===== src/rtl/lsu_master.sv =====
// Load/store initiator for a big-endian, word-wide data memory port.
// Handles alignment checks, lane extract/extend and read-modify-write for sub-word stores.
//
// state | meaning
// IDLE  | waiting for req
// READ  | mem_read high, word fetched for load or merge
// WRITE | mem_write high, full word presented
// DONE  | done pulse, err valid
module lsu_master #(
  parameter int ADDR_W = 32
) (
  input  logic              clk,
  input  logic              rst_n,
  input  logic              req,
  input  logic              we,
  input  logic [1:0]        size,
  input  logic              sign_ext,
  input  logic [ADDR_W-1:0] addr,
  input  logic [31:0]       wdata,
  output logic              busy,
  output logic              done,
  output logic              err,
  output logic [31:0]       rdata,
  output logic [ADDR_W-1:0] mem_address,
  output logic [31:0]       mem_write_data,
  input  logic [31:0]       mem_read_data,
  output logic              mem_write,
  output logic              mem_read
);

  typedef enum logic [1:0] {IDLE, READ, WRITE, DONE} state_t;

  state_t      state, state_nxt;
  logic        we_q;
  logic [1:0]  size_q;
  logic        sign_q;
  logic [1:0]  off_q;
  logic [15:0] wdata_q;

  logic        illegal;
  logic [4:0]  sh;
  logic [31:0] lane_mask, lane_val, rd_shift, load_val;

  assign busy = (state != IDLE);

  always_comb begin
    state_nxt = state;
    illegal   = (size == 2'b11) ||
                (size == 2'b01 && addr[0]) ||
                (size == 2'b10 && addr[1:0] != 2'b00);

    // Big-endian: byte k sits 8*(3-k) bits up; half at offset 0 sits 16 bits up.
    if (size_q == 2'b00) begin
      sh        = {~off_q, 3'b000};
      lane_mask = 32'h0000_00ff << sh;
      lane_val  = {24'b0, wdata_q[7:0]} << sh;
    end else begin
      sh        = {~off_q[1], 4'b0000};
      lane_mask = 32'h0000_ffff << sh;
      lane_val  = {16'b0, wdata_q} << sh;
    end
    rd_shift = mem_read_data >> sh;

    case (size_q)
      2'b00:   load_val = sign_q ? {{24{rd_shift[7]}}, rd_shift[7:0]}
                                 : {24'b0, rd_shift[7:0]};
      2'b01:   load_val = sign_q ? {{16{rd_shift[15]}}, rd_shift[15:0]}
                                 : {16'b0, rd_shift[15:0]};
      default: load_val = mem_read_data;
    endcase

    case (state)
      IDLE: begin
        if (req) begin
          if (illegal)                   state_nxt = DONE;
          else if (we && size == 2'b10)  state_nxt = WRITE;
          else                           state_nxt = READ;
        end
      end
      READ:    state_nxt = we_q ? WRITE : DONE;
      WRITE:   state_nxt = DONE;
      default: state_nxt = IDLE;
    endcase
  end

  always_ff @(posedge clk) begin
    if (!rst_n) begin
      state          <= IDLE;
      done           <= 1'b0;
      err            <= 1'b0;
      mem_read       <= 1'b0;
      mem_write      <= 1'b0;
      rdata          <= 32'b0;
      mem_address    <= '0;
      mem_write_data <= 32'b0;
      we_q           <= 1'b0;
      size_q         <= 2'b0;
      sign_q         <= 1'b0;
      off_q          <= 2'b0;
      wdata_q        <= 16'b0;
    end else begin
      state     <= state_nxt;
      mem_read  <= (state_nxt == READ);
      mem_write <= (state_nxt == WRITE);
      done      <= (state_nxt == DONE);
      err       <= (state == IDLE) && req && illegal;

      if (state == IDLE && req) begin
        we_q        <= we;
        size_q      <= size;
        sign_q      <= sign_ext;
        off_q       <= addr[1:0];
        wdata_q     <= wdata[15:0];
        mem_address <= {addr[ADDR_W-1:2], 2'b00};
        if (we && size == 2'b10)
          mem_write_data <= wdata;
      end

      if (state == READ) begin
        if (we_q)
          mem_write_data <= (mem_read_data & ~lane_mask) | lane_val;
        else
          rdata <= load_val;
      end
    end
  end

endmodule


===== config.mk =====
export PLATFORM = sky130hd
export DESIGN_NAME = lsu_master
export DESIGN_NICKNAME = d
export VERILOG_FILES = /design/src/rtl/lsu_master.sv
export SDC_FILE = /design/constraint.sdc
export NUM_CORES = 1
export LEC_CHECK = 0
export BUFFER_PORTS_ARGS = -buffer_cell sky130_fd_sc_hd__buf_2
export CORE_UTILIZATION = 50
export DETAILED_ROUTE_END_ITERATION = 12
export HOLD_SLACK_MARGIN = 0.06
export PLACE_DENSITY = 0.81
export SLEW_MARGIN = 20
export SYNTH_ARGS = -nofsm -noshare
export SYNTH_HDL_FRONTEND = slang
export SYNTH_SLANG_ARGS = --single-unit

===== constraint.sdc =====
create_clock -name clk -period 4.7 [get_ports clk]
set_input_delay 0.94 -clock clk [delete_from_list [all_inputs] [get_ports clk]]
set_output_delay 0.94 -clock clk [all_outputs]
set_load 0.01 [all_outputs]

==> results.toml <==
[drt]
drtPass1Iterations = 6
dr_wl_met2_mm = 8.07
vias_per_cell = 5.65
ant_nets = 0
highest_layer = "met4"
met1_length_mm = 6.96
wl_per_cell_um = 17.9
drt-initial-drc-count = 422
vias = 5425
drcViolationCount = 0
wl_met3_mm = 1.56
wirelength_mm = 17.2

[final_layout]
n_antenna_cell = 0
post-route-util_pct = 66.1
synthToLayoutAreaGrowth_pct = 28.3
nets = 914
layout_common_cells = "buf_2 (201), nand2_1 (128), dfxtp_1 (122)"
drive_gt1_share_pct = 31.7
layout_commonest_cell = "buf_2"
stdcell_count = 960

[power]
p_int_mw = 2.53
power_frac_clock_pct = 34.4
power_frac_comb_pct = 29.8
vdd_drop_max_mv = 0.377
p_leak_nw = 3.16
pwr_density_cell_mw_per_mm2 = 534
p_total_mw = 3.82
p_sw_mw = 1.29
switching_share_pct = 33.8
seq_power_share_pct = 35.8

[synthesis]
syn_area_sq_mm = 0.00559
synth_compound_area_share_pct = 23.6
synth_top_family_by_area = "compound AO/OA/AOI/OAI gates"
ys_ff_latch = 122
post-synth-top-area-cell = "dfxtp_1"
synth_edf_count = 0
synthTopCellsByArea = "dfxtp_1 (44%), mux2i_1 (9.0%), nand2_1 (8.7%)"
synth_top_area_share_pct = 43.7
synth_cell_types = 46
synth_cells = 632
avgSynthCellArea_sq_um = 8.84
synth_warnings = 0
synthArstFlopShare_pct = 0
synth_fa_ha_area_share_pct = 0.896
muxShareOfSynthArea_pct = 11.8
synth-simple-area-share_pct = 14.8
synthXorXnorAreaFrac_pct = 0
yosysSeqAreaShare_pct = 43.7
synthFlopType = "dfxtp_1"

[clock_network]
cts_hold_buf = 0
cts_buffers = 17
clk_latency_ns = 0.53
cts-root-buf = "clkbuf_8"
cts.sinks = 122
htree_levels = 4
post_cts_buffers = 0
clk_path_buf_depth = 2
post_cts_resize_count = 0
clkTransAtPathRegs_ns = 0.06
cts_tree = "built"

[global_route]
first_global_vias = 5179
antenna_found_initial = 0
grt.total_usage_pct = 29.8
grt_pass1_wl_mm = 26.3
grt.overflow.total = 0
grt_max_degree = 60

[worst_setup_path]
worst_setup_path_start_kind = "flip-flop"
cp_data_arrival_time_ns = 3.05
cp.required_ns = 5.08
cp_cell_sequence = "inv_1, ha_1, nand2_2, nor3_4, buf_4, mux2i_1, o22ai_1"
crit_type = "flip-flop to flip-flop"
path_buf_inv = 2
end_kind = "flip-flop"
critical_path.top_delay_family = "simple AND/OR/NAND/NOR gates"
critPathMaxStageDelay_ns = 0.58
critPathSlowestCell = "nand2_2"
worst-path-max-fanout = 54

[timing]
fmax_mhz = 374
rsz0062_at_grt = "no"
setup_viol = 0
finalClockSkew_ns = 0.00936
tightestPinTransition_ns = 1.01
tns_ns = 0
finalHoldViolations = 0
finalCriticalPeriod_ns = 2.67
timing.slew.headroom_pct = 32.5
slew_viol_final = 0
period_share_pct = 56.9

[floorplanning]
fp.dieW_um = 108
core_sq_mm = 0.0108
dieArea_sq_mm = 0.0116
die_h_um = 108
io_pins = 204
initial_core_util_pct = 51.5
fp-row-count = 38

[min_path]
min-delay-path-class = "flip-flop to flip-flop"

[placed_design]
dpl.hpwl_mm = 12.2
numPortBuffers = 201
place_congestion = 0.884
dp_cells = 928

[status]
outcome = "finished clean"

[job]
maxCapViolations = 0
metal layers:
layer  global-route usage (%)  up-vias
met5                        0        -
met2                     48.6      274
met3                     8.17       40
met4                     15.2        0
li1                         -     2598
met1                     35.7     2513
cell type report:
cell class / instances / area [sq um]
Multi-Input combinational cell: 448 / 2870
Timing Repair Buffer: 206 / 1040
Fill cell: 901 / 3670
Tap cell: 140 / 175
Clock inverter: 7 / 113
Inverter: 12 / 45.0
Clock buffer: 25 / 484
Sequential cell: 122 / 2440
stage by stage:
| step | area [sq um] | hold WS [ns] | setup slack [ns] |
|---|---|---|---|
| finish | 7170 | 0.462 | 2.03 |
| global route | 7170 | 0.489 | 1.81 |
| CTS | 7170 | 0.465 | 2.02 |
| detailed placement | 6570 | 0.456 | 1.64 |
| global placement | 6570 | 0.448 | 1.76 |
| floorplan | 5590 | 0.452 | 2.71 |
path summary, 6_finish.rpt:
check | depth (start not counted) | endpoint | start | slack (ns)
setup / recovery | 7 | mem_write_data[17] | state[0] | 2.03
hold / removal | 2 | mem_address[19] | mem_address[19] | 0.46
setup reg to reg | 7 | mem_write_data[17] | state[0] | 2.03
hold reg to reg | 2 | mem_address[19] | mem_address[19] | 0.46
registers in the layout, indices dropped and copies added, names as in the netlist:
name	flops
wdata_q	16
done	1
mem_write	1
mem_address	30
size_q	2
mem_write_data	32
rdata	32
we_q	1
sign_q	1
mem_read	1
err	1
state	2
off_q	2
tightest hold or removal path, stage by stage (launching register included):
cell and delay, ns:
dfxtp_1 0.30, nand2_1 0.05, a21boi_0 0.06
Yosys cell counts, types with 4 or more instances:
master / count
nand2_1: 130
dfxtp_1: 122
a21boi_0: 53
mux2i_1: 50
a21oi_1: 39
o22ai_1: 39
clkbuf_1: 36
o21ai_0: 24
mux2_2: 14
nor2_1: 14
inv_1: 12
a222oi_1: 8
a22o_1: 8
and2_1: 8
nand3_1: 8
a211oi_1: 7
o31ai_1: 7
buf_2: 6
buf_4: 6
nor3_1: 5
ha_1: 4
cell families (layout without fill, tap and decap cells):
family / count (synthesis) / in the layout
other: 1 / 2
AOI/OAI and AO/OA: 195 / 195
muxes: 64 / 64
and+or+nand+nor: 183 / 183
DFF: 122 / 122
adders and majority gates: 4 / 4
buffers and inverters: 63 / 250
power groups by stage:
stage	Combinational [mW]	Sequential, mW	Clock [mW]
floorplan	0.706	1.43	0
global placement	1.08	1.38	0
detailed placement	1.13	1.39	0
CTS	1.13	1.37	1.33
global route	1.25	1.39	1.37
finish	1.14	1.37	1.32
Note: power is estimated with default switching activity, not from simulation.
